--- src/rtl/multi_channel_traffic_generator.sv ---
// Multi-channel packet traffic generator feeding a PIFO push port.
// Per-channel LFSR-paced requests, round-robin grant, one registered output slot.

module linear_feedback_shift_register #(
  parameter int WIDTH = 8
) (
  input  logic             clk,
  input  logic             reset,
  input  logic             load,
  input  logic [WIDTH-1:0] seed,
  input  logic             advance,
  output logic [WIDTH-1:0] value
);

  // Galois right-shift feedback masks for maximal-length polynomials.
  function automatic logic [WIDTH-1:0] tap_mask();
    logic [WIDTH-1:0] m;
    case (WIDTH)
      2:       m = WIDTH'(32'h0003);
      3:       m = WIDTH'(32'h0006);
      4:       m = WIDTH'(32'h000C);
      5:       m = WIDTH'(32'h0014);
      6:       m = WIDTH'(32'h0030);
      7:       m = WIDTH'(32'h0060);
      8:       m = WIDTH'(32'h00B8);
      9:       m = WIDTH'(32'h0110);
      10:      m = WIDTH'(32'h0240);
      11:      m = WIDTH'(32'h0500);
      12:      m = WIDTH'(32'h0829);
      13:      m = WIDTH'(32'h100D);
      14:      m = WIDTH'(32'h2015);
      15:      m = WIDTH'(32'h6000);
      16:      m = WIDTH'(32'hB400);
      default: begin
        m = '0;
        m[WIDTH-1] = 1'b1;
        m[0] = 1'b1;
      end
    endcase
    return m;
  endfunction

  localparam logic [WIDTH-1:0] TAPS = tap_mask();

  logic [WIDTH-1:0] value_nxt;

  assign value_nxt = value[0] ? ((value >> 1) ^ TAPS) : (value >> 1);

  always_ff @(posedge clk) begin
    if (reset) begin
      value <= WIDTH'(1);
    end else if (load) begin
      value <= seed;
    end else if (advance) begin
      value <= value_nxt;
    end
  end

endmodule

module multi_channel_traffic_generator #(
  parameter  int NUM_CH = 4,
  parameter  int SEQ_W  = 8,
  parameter  int PRIO_W = 16,
  parameter  int RATE_W = 8,
  parameter  int CNT_W  = 16,
  localparam int CH_W   = $clog2(NUM_CH),
  localparam int PTR_W  = CH_W + SEQ_W
) (
  input  logic                    clk,
  input  logic                    reset,
  input  logic                    i__start,
  input  logic                    i__abort,
  input  logic                    i__enable,
  input  logic [NUM_CH*RATE_W-1:0] i__injrate,
  input  logic [NUM_CH*CNT_W-1:0] i__total_packets,
  input  logic [1:0]              i__prio_mode,
  input  logic [PRIO_W-1:0]       i__fixed_priority,
  input  logic [PRIO_W-1:0]       i__seed,
  input  logic                    i__ready,
  output logic                    o__valid,
  output logic [PTR_W-1:0]        o__packet_pointer,
  output logic [PRIO_W-1:0]       o__packet_priority,
  output logic [CH_W-1:0]         o__channel,
  output logic                    o__busy,
  output logic                    o__done,
  output logic [NUM_CH*CNT_W-1:0] o__sent_count
);

  typedef enum logic [1:0] {
    S_IDLE  = 2'd0,
    S_RUN   = 2'd1,
    S_DRAIN = 2'd2,
    S_DONE  = 2'd3
  } state_t;

  function automatic logic [CNT_W-1:0] sat_inc(input logic [CNT_W-1:0] v);
    return (&v) ? v : v + CNT_W'(1);
  endfunction

  state_t state, state_nxt;

  logic [CNT_W-1:0]  sent_cnt [NUM_CH];
  logic [SEQ_W-1:0]  seq      [NUM_CH];
  logic [PRIO_W-1:0] asc_prio [NUM_CH];
  logic [RATE_W-1:0] rate_val [NUM_CH];
  logic [PRIO_W-1:0] prio_val [NUM_CH];
  logic [NUM_CH-1:0] req;
  logic [NUM_CH-1:0] exhausted;
  logic [CH_W-1:0]   last_gnt;

  logic              start_run;
  logic              slot_free;
  logic              gnt_any_p0;
  logic              gnt_fire_p0;
  logic [CH_W-1:0]   gnt_ch_p0;
  logic [CH_W-1:0]   scan_idx;
  logic [PRIO_W-1:0] gnt_prio_p0;

  logic              vld_p1;
  logic [PTR_W-1:0]  ptr_p1;
  logic [PRIO_W-1:0] prio_p1;
  logic [CH_W-1:0]   ch_p1;

  assign start_run = ((state == S_IDLE) || (state == S_DONE)) && i__start && !i__abort;
  assign slot_free = !vld_p1 || i__ready;

  for (genvar c = 0; c < NUM_CH; c++) begin : g_ch
    logic [RATE_W-1:0] rate_c;
    logic [CNT_W-1:0]  total_c;
    logic [PRIO_W-1:0] seed_c;
    logic [RATE_W-1:0] rate_seed_raw;
    logic [RATE_W-1:0] rate_seed;
    logic [PRIO_W-1:0] prio_seed;

    assign rate_c        = i__injrate[c*RATE_W +: RATE_W];
    assign total_c       = i__total_packets[c*CNT_W +: CNT_W];
    assign seed_c        = i__seed ^ PRIO_W'(c);
    assign rate_seed_raw = RATE_W'(seed_c);
    // A zero seed would lock the LFSR, so it is forced to 1.
    assign rate_seed     = (rate_seed_raw == '0) ? RATE_W'(1) : rate_seed_raw;
    assign prio_seed     = (seed_c == '0) ? PRIO_W'(1) : seed_c;

    assign exhausted[c] = (sent_cnt[c] >= total_c);
    assign req[c]       = (state == S_RUN) && i__enable && !exhausted[c] &&
                          ((rate_val[c] < rate_c) || (&rate_c));
    assign o__sent_count[c*CNT_W +: CNT_W] = sent_cnt[c];

    linear_feedback_shift_register #(.WIDTH(RATE_W)) u_rate_lfsr (
      .clk     (clk),
      .reset   (reset),
      .load    (start_run),
      .seed    (rate_seed),
      .advance ((state == S_RUN) && i__enable),
      .value   (rate_val[c])
    );

    linear_feedback_shift_register #(.WIDTH(PRIO_W)) u_prio_lfsr (
      .clk     (clk),
      .reset   (reset),
      .load    (start_run),
      .seed    (prio_seed),
      .advance (gnt_fire_p0 && (gnt_ch_p0 == CH_W'(c))),
      .value   (prio_val[c])
    );
  end

  // Round-robin scan: walking downward leaves the nearest requester after last_gnt.
  always_comb begin
    gnt_any_p0 = 1'b0;
    gnt_ch_p0  = '0;
    scan_idx   = '0;
    for (int i = NUM_CH; i >= 1; i--) begin
      scan_idx = last_gnt + CH_W'(i);
      if (req[scan_idx]) begin
        gnt_any_p0 = 1'b1;
        gnt_ch_p0  = scan_idx;
      end
    end
  end

  assign gnt_fire_p0 = gnt_any_p0 && slot_free && !i__abort;

  always_comb begin
    case (i__prio_mode)
      2'd1:    gnt_prio_p0 = asc_prio[gnt_ch_p0];
      2'd2:    gnt_prio_p0 = i__fixed_priority;
      default: gnt_prio_p0 = prio_val[gnt_ch_p0];
    endcase
  end

  always_comb begin
    state_nxt = state;
    case (state)
      S_IDLE:  if (i__start) state_nxt = S_RUN;
      S_RUN:   if (&exhausted) state_nxt = S_DRAIN;
      S_DRAIN: if (!vld_p1 || i__ready) state_nxt = S_DONE;
      S_DONE:  if (i__start) state_nxt = S_RUN;
      default: state_nxt = S_IDLE;
    endcase
    if (i__abort) state_nxt = S_IDLE;
  end

  always_ff @(posedge clk) begin
    if (reset) begin
      state <= S_IDLE;
    end else begin
      state <= state_nxt;
    end
  end

  always_ff @(posedge clk) begin
    if (reset || start_run) begin
      last_gnt <= CH_W'(NUM_CH - 1);
      for (int c = 0; c < NUM_CH; c++) begin
        sent_cnt[c] <= '0;
        seq[c]      <= '0;
        asc_prio[c] <= '0;
      end
    end else if (gnt_fire_p0) begin
      last_gnt <= gnt_ch_p0;
      for (int c = 0; c < NUM_CH; c++) begin
        if (gnt_ch_p0 == CH_W'(c)) begin
          sent_cnt[c] <= sat_inc(sent_cnt[c]);
          seq[c]      <= seq[c] + SEQ_W'(1);
          asc_prio[c] <= asc_prio[c] + PRIO_W'(1);
        end
      end
    end
  end

  // Output slot: loaded on grant, held until accepted, dropped only on abort.
  always_ff @(posedge clk) begin
    if (reset) begin
      vld_p1  <= 1'b0;
      ptr_p1  <= '0;
      prio_p1 <= '0;
      ch_p1   <= '0;
    end else if (i__abort) begin
      vld_p1 <= 1'b0;
    end else if (gnt_fire_p0) begin
      vld_p1  <= 1'b1;
      ptr_p1  <= {gnt_ch_p0, seq[gnt_ch_p0]};
      prio_p1 <= gnt_prio_p0;
      ch_p1   <= gnt_ch_p0;
    end else if (i__ready) begin
      vld_p1 <= 1'b0;
    end
  end

  assign o__valid           = vld_p1;
  assign o__packet_pointer  = ptr_p1;
  assign o__packet_priority = prio_p1;
  assign o__channel         = ch_p1;
  assign o__busy            = (state == S_RUN) || (state == S_DRAIN);
  assign o__done            = (state == S_DONE);

endmodule
--- config.mk ---
export PLATFORM = sky130hd
export DESIGN_NAME = multi_channel_traffic_generator
export DESIGN_NICKNAME = d
export VERILOG_FILES = /design/src/rtl/multi_channel_traffic_generator.sv
export SDC_FILE = /design/constraint.sdc
export NUM_CORES = 1
export LEC_CHECK = 0
export ABC_AREA = 0
export BUFFER_PORTS_ARGS = -buffer_cell sky130_fd_sc_hd__buf_2
export CORE_UTILIZATION = 40
export DETAILED_ROUTE_END_ITERATION = 7
export SYNTH_ARGS = -nofsm -noshare
export SYNTH_HDL_FRONTEND = slang
export SYNTH_SLANG_ARGS = --single-unit
--- constraint.sdc ---
create_clock -name clk -period 7.1 [get_ports clk]
set_clock_uncertainty 0.1 [all_clocks]
set_input_delay 0.71 -clock clk [delete_from_list [all_inputs] [get_ports clk]]
set_output_delay 0.71 -clock clk [all_outputs]
set_load 0.05 [all_outputs]
==> results of run 1 <==
-- synth_stat cells, types with 15 or more instances --
| cell type | number | share of area (%) |
|---|---|---|
| a211oi_1 | 25 | 1.1 |
| a21oi_1 | 68 | 2.0 |
| a2bb2oi_1 | 16 | 0.81 |
| a31o_2 | 15 | 0.76 |
| a31oi_1 | 67 | 2.4 |
| a32o_1 | 20 | 1.2 |
| and3_1 | 40 | 1.5 |
| buf_2 | 23 | 0.67 |
| clkbuf_1 | 63 | 1.4 |
| dfxtp_1 | 127 | 15 |
| edfxtp_1 | 160 | 28 |
| ha_1 | 109 | 7.9 |
| inv_1 | 106 | 2.3 |
| mux2i_1 | 25 | 1.5 |
| nand2_1 | 275 | 6.0 |
| nand2b_1 | 26 | 0.94 |
| nand3_1 | 93 | 2.7 |
| nand4_1 | 41 | 1.5 |
| nor2_1 | 199 | 4.3 |
| nor3_1 | 58 | 1.7 |
| o211ai_1 | 30 | 1.3 |
| o21ai_0 | 39 | 1.1 |
| o21bai_1 | 15 | 0.65 |
| o32ai_1 | 15 | 0.76 |
| xnor2_1 | 74 | 3.8 |
| xor2_1 | 86 | 4.4 |
-- metal layers --
metal	part of all wire, %	track usage [%]
met3	6.3	3.80
met2	45	37.4
met4	1.4	5.01
met1	47	33.7
met5	0.091	0
-- through the flow --
| step | power [mW] | std cells | util (%) | hold WS, ns |
|---|---|---|---|---|
| floorplan | 2.56 | 1915 | - | 0.360 |
| global placement | 2.83 | 2616 | 44.7 | 0.349 |
| detailed placement | 2.85 | 2616 | 44.7 | 0.355 |
| CTS | 4.53 | 2670 | 47.2 | 0.301 |
| global route | 4.69 | 2672 | 47.3 | 0.316 |
| finish | 4.51 | 2673 | 47.3 | 0.333 |
-- worst paths after layout --
kind | end | slack [ns] | startpoint | cells after the start
setup / recovery | seq[2][5] | 1.54 | state[1] | 9
hold / removal | state[0] | 0.33 | i__abort | 2
hold reg to reg | o__packet_pointer[7] | 0.37 | o__packet_pointer[7] | 1
setup reg to reg | seq[2][5] | 1.54 | state[1] | 9
-- sequential cells by signal, summed over array words and instances (netlist names) --
name / flops
asc_prio: 64
o__valid: 1
g_ch.u_rate_lfsr.value: 32
state: 2
o__packet_pointer: 10
sent_cnt: 64
o__packet_priority: 16
seq: 32
g_ch.u_prio_lfsr.value: 64
last_gnt: 2
-- worst register-to-register path: cells and delay by family (launching register included) --
family | cells | cell delay, ns
fa+ha+maj | 1 | 0.25
buf+inv | 1 | 0.08
compound gates | 3 | 1.66
flops | 1 | 0.34
simple gates | 4 | 2.73
-- kinds of logic (layout without fill, tap and decap cells) --
logic type	after synthesis	in the layout	share of synthesized area [%]
other	0	3	0
xor gates and xnor gates	160	160	8.13
muxes	29	29	1.71
buffers and inverters	203	419	4.78
DFF	287	287	42.6
AOI/OAI and AO/OA	348	348	14.2
and+or+nand+nor	779	779	20.7
adders and majority gates	109	109	7.91
-- placed cells by master (no fill, tap or decap), types with 26 or more instances in the layout --
cell       netlist  final
o21ai_0         39     36
nand3_1         93     93
nand2_1        275    275
ha_1           109    109
inv_1          106    106
a31oi_1         67     67
dfxtp_1        127    127
buf_4            5     29
xnor2_1         74     74
nand2b_1        26     26
a21oi_1         68     68
buf_2           23    230
clkbuf_16        0     38
edfxtp_1       160    160
nand4_1         41     41
nor2_1         199    198
nor3_1          58     58
and3_1          40     40
xor2_1          86     86
o211ai_1        30     30
-- power by group through the flow --
stage | combinational (mW) | clock, mW | sequential (mW)
CTS | 0.806 | 1.72 | 2.01
floorplan | 0.467 | 0 | 2.10
global placement | 0.787 | 0 | 2.04
finish | 0.810 | 1.69 | 2.01
detailed placement | 0.803 | 0 | 2.04
global route | 0.880 | 1.78 | 2.03
-- final cells by class --
type | instances | area [um^2]
Fill cell | 4046 | 22300
Multi-Input combinational cell | 1425 | 9090
Sequential cell | 287 | 7350
Timing Repair Buffer | 259 | 1370
Clock buffer | 47 | 1030
Tap cell | 539 | 674
Inverter | 106 | 398
Clock inverter | 7 | 37.5
Antenna cell | 3 | 7.51
==> summary.txt, run 1 <==
Post-synth EDFFs: 160
htree depth: 1
Yosys Warn Count: 0
TritonCTS clock tree: done
RSZ-0062 raised after global routing: no
max_slew headroom: 21.7%
Total Wirelength: 52.7 mm
Max Freq: 180 MHz
hold buffer count at CTS: 0
Buffers on Ports: 230
GR Overflow Total: 0
synthesis-stage register bit count: 287
CTS buffer count: 30
sw frac: 30.2%
CP Buf/Inv Count: 1
Total GRT Usage: 23.6%
row count: 75
Die Ht: 210 um
Worst Setup End Kind: flip-flop
cell breakdown of the critical path: inv_1 > ha_1 > nand2_1 > nor3_1 > o2111ai_1 > a21boi_1 > a311oi_4 > nand2_1 > nand2_1
Residual DRC: 0
setup bufs post-CTS: 0
Clock Root Buffer: clkbuf_16
Synth cell types: 68
# setup viols final: 0
Cells after Synth: 1915
post-synthesis net count: 2160
core area: 0.0422 mm^2
final setup TNS: 0 ns
Startpoint Class: flip-flop
Max Cap Viol: 0
Crit-path slowest cell: nand2_1
CP max stage delay: 0.93 ns
CP Max Fanout: 24
Gate power share: 17.9%
top_reg_cell synth: edfxtp_1
Routed Antenna Nets: 0
final hold vios: 0
Placed Area: 0.0189 mm^2
Pre-antenna DRT Iters: 5
Vias: 15200
DP HPWL: 38.5 mm
Synth async-reset ratio: 0%
Nets: 2354
DR WL/cell: 19.7 um
vias per inst: 5.67
CP top delay family: simple AND/OR/NAND/NOR gates
share of cells above drive strength 1: 16.3%
initial antenna violation count: 7
leak pwr: 8.07 nW
Sw Pwr: 1.36 mW
Worst EP required: 7.19 ns
starting density of the core: 40.8%
cell mode on critical path: nand2_1
clock power share: 37.5%
Period minus WS final: 5.56 ns
Clock Tree Buf Depth: 3
Slew Limit Fails: 0
gp weighted congestion: 0.847
cts repair resizes: 0
first-pass GRT wire length: 82.1 mm
fin crit share: 78.3%
sequential area share after synthesis: 42.6%
number of global-route vias before repair: 14500
sequential power share: 44.6%
Slew @ Worst Pin: 1.17 ns
die area: 0.0439 mm^2
Hold Path Class: input port to flip-flop
clk_lat worst skew: 0.58 ns
Place WS: 1.39 ns
Internal: 3.15 mW
Crit Path Category: flip-flop to flip-flop
PD cells: 226 mW/mm^2
clk slew on worst S/H paths: 0.06 ns
status: finished, final reports clean
Num Clock Sinks: 287
Final WS setup: 1.54 ns
fin area: 0.0200 mm^2
syn_area_per_cell: 9.00 um^2
num ports: 231
die width: 210 um
Worst Path Arrival: 5.65 ns
largest net degree at the start of global routing: 78
Synth Cell Area: 0.0172 mm^2
worst vdd ir: 160 uV
initial DRC count: 1073
Area Overhead vs Synth: 15.7%
(Power assumes the default switching activity.)
==> inputs of run 2 (changes only) <==
==> constraint.sdc (replaced) <==
create_clock -name clk -period 4.75 [get_ports clk]
set_clock_uncertainty 0.1 [all_clocks]
set_input_delay 0.475 -clock clk [delete_from_list [all_inputs] [get_ports clk]]
set_output_delay 0.475 -clock clk [all_outputs]
set_load 0.05 [all_outputs]
==> run 2 against run 1 <==
Effect of this change:
- register-to-register slack worse by 1.1 ns
- combinational power grew 51%
- first-iteration DRC count down 6.7%
- sequential power up 49%
- sequential share of layout area is 0.47 points lower
- critical endpoint is now g_ch[1].u_prio_lfsr.value[0]
==> summary.txt, run 2 (synthesis gave the netlist of run 1 again) <==
Max Cap Viol: 0 (unchanged)
final hold vios: 0 (unchanged)
starting density of the core: 40.8% (unchanged)
Worst EP required: 5.06 ns (-2.13 ns)
number of global-route vias before repair: 14500 (-0.14%)
row count: 75 (unchanged)
Buffers on Ports: 230 (unchanged)
Worst Path Arrival: 4.66 ns (-0.99 ns)
fin crit share: 91.4% (+13 points)
Placed Area: 0.0191 mm^2 (+1.0%)
clk_lat worst skew: 0.52 ns (-0.06 ns)
final setup TNS: 0 ns (unchanged)
gp weighted congestion: 0.937 (+11%)
setup bufs post-CTS: 0 (unchanged)
share of cells above drive strength 1: 17.1% (+0.73 points)
Filler cells: 4169 (+3.0%)
Area Overhead vs Synth: 17.2%
CP Buf/Inv Count: 3 (+2)
Crit Path Category: flip-flop to flip-flop
clk slew on worst S/H paths: 0.06 ns (about the same)
GR Overflow Total: 0 (unchanged)
CP top delay family: compound AO/OA/AOI/OAI gates
status: finished, final reports clean
CP Max Fanout: 19 (-21%)
Crit-path slowest cell: o31ai_1
Routed Antenna Nets: 0 (unchanged)
# setup viols final: 0 (unchanged)
Vias: 15000 (-0.73%)
most frequent cells in the layout: 275 x nand2_1, 230 x buf_2, 198 x nor2_1, 160 x edfxtp_1, 127 x dfxtp_1
Nets: 2377 (+0.98%)
RSZ-0062 raised after global routing: no
CTS buffer count: 34 (+13%)
initial antenna violation count: 7 (unchanged)
CP max stage delay: 0.53 ns (-0.40 ns)
vias per inst: 5.58 (-1.6%)
Clock Root Buffer: clkbuf_16
worst vdd ir: 174 uV (+9.1%)
num ports: 231 (unchanged)
cell breakdown of the critical path: inv_1 > ha_1 > nand2b_1 > a2111oi_0 > or4_1 > nand3_1 > o31ai_1 > o22ai_4 > buf_4 > a211oi_2 > buf_4 > mux2_2 > o22ai_1 > nand2b_1
fin area: 0.0202 mm^2 (+1.3%)
Regs by FF count: asc_prio x64, g_ch.u_prio_lfsr.value x64, sent_cnt x64
Worst Setup End Kind: flip-flop
TritonCTS clock tree: done
PD cells: 341 mW/mm^2 (+51%)
Clock Tree Buf Depth: 3 (unchanged)
Pre-antenna DRT Iters: 5 (unchanged)
die width: 210 um (unchanged)
Total Wirelength: 50.8 mm (-3.7%)
Slew @ Worst Pin: 1.19 ns (+0.0215 ns)
htree depth: 2 (+1)
initial DRC count: 1001 (-6.7%)
cts repair resizes: 0 (unchanged)
most common cell after layout, fill and taps aside: nand2_1
Residual DRC: 0 (unchanged)
Hold Path Class: input port to flip-flop
Total GRT Usage: 22.9% (-0.65 points)
DP HPWL: 38.5 mm (about the same)
die area: 0.0439 mm^2 (unchanged)
Num Clock Sinks: 287 (unchanged)
Startpoint Class: flip-flop
core area: 0.0422 mm^2 (unchanged)
first-pass GRT wire length: 79.9 mm (-2.7%)
DR WL/cell: 18.8 um (-4.6%)
Period minus WS final: 4.34 ns (-1.22 ns)
largest net degree at the start of global routing: 63 (-19%)
Die Ht: 210 um (unchanged)
max_slew headroom: 20.2% (-1.4 points)
Max Freq: 230 MHz (+28%)
hold buffer count at CTS: 0 (unchanged)
Slew Limit Fails: 0 (unchanged)
leak pwr: 8.20 nW (+1.6%)
[run 2: worst reg2reg max path, stage by stage, from the launching register on]
cell       delay, ns
edfxtp_1        0.46
inv_1           0.09
ha_1            0.21
nand2b_1        0.13
a2111oi_0       0.45
or4_1           0.22
nand3_1         0.33
o31ai_1         0.54
o22ai_4         0.16
buf_4           0.25
a211oi_2        0.40
buf_4           0.32
mux2_2          0.38
o22ai_1         0.13
nand2b_1        0.07
[run 2: report_power, final]
| part | switching, mW | total [mW] | internal [mW] | leakage (nW) |
|---|---|---|---|---|
| registers | 0.205 | 3.00 | 2.80 | 2.74 |
| logic | 0.778 | 1.22 | 0.442 | 4.90 |
| clock network | 1.05 | 2.68 | 1.63 | 0.553 |
[run 2: layout make-up]
class | count | area [um^2] | share of cell area, %
antenna | 1 | 2.50 | 0.0124
clock buffer | 50 | 1000 | 4.97
clock inverter | 11 | 134 | 0.662
inverter | 106 | 398 | 1.97
multi-input combinational | 1425 | 9080 | 44.9
sequential | 287 | 7350 | 36.3
tap | 539 | 674 | 3.34
timing repair buffer | 278 | 1570 | 7.79
[run 2: layer usage]
layer | part of all wire, % | global-route usage [%]
met5 | 0.12 | 0
met4 | 2.4 | 6.37
met3 | 5.4 | 3.61
met2 | 45 | 36.5
met1 | 47 | 32.2
[run 2: path summary, 6_finish.rpt]
path                          from                           end  slack (ns)  cells past startpoint
max                 sent_cnt[3][0]  g_ch[1].u_prio_lfsr.value[0]        0.41                     14
min                       i__abort                      state[0]        0.14                      2
max reg2reg         sent_cnt[3][0]  g_ch[1].u_prio_lfsr.value[0]        0.41                     14
min reg2reg  o__packet_priority[8]         o__packet_priority[8]        0.36                      1
[run 2: stage by stage]
step | worst slack, ns | hold slack, ns | utilization [%] | power (mW) | instances
final | 0.407 | 0.139 | 47.9 | 6.90 | 2697
after global routing | 0.131 | 0.141 | 47.9 | 7.18 | 2696
after CTS | 0.443 | 0.111 | 47.9 | 6.95 | 2696
after detailed placement | 0.354 | 0.356 | 45.2 | 4.27 | 2635
after global placement | 0.417 | 0.351 | 45.2 | 4.24 | 2635
after floorplan | 0.183 | 0.360 | - | 3.83 | 1915
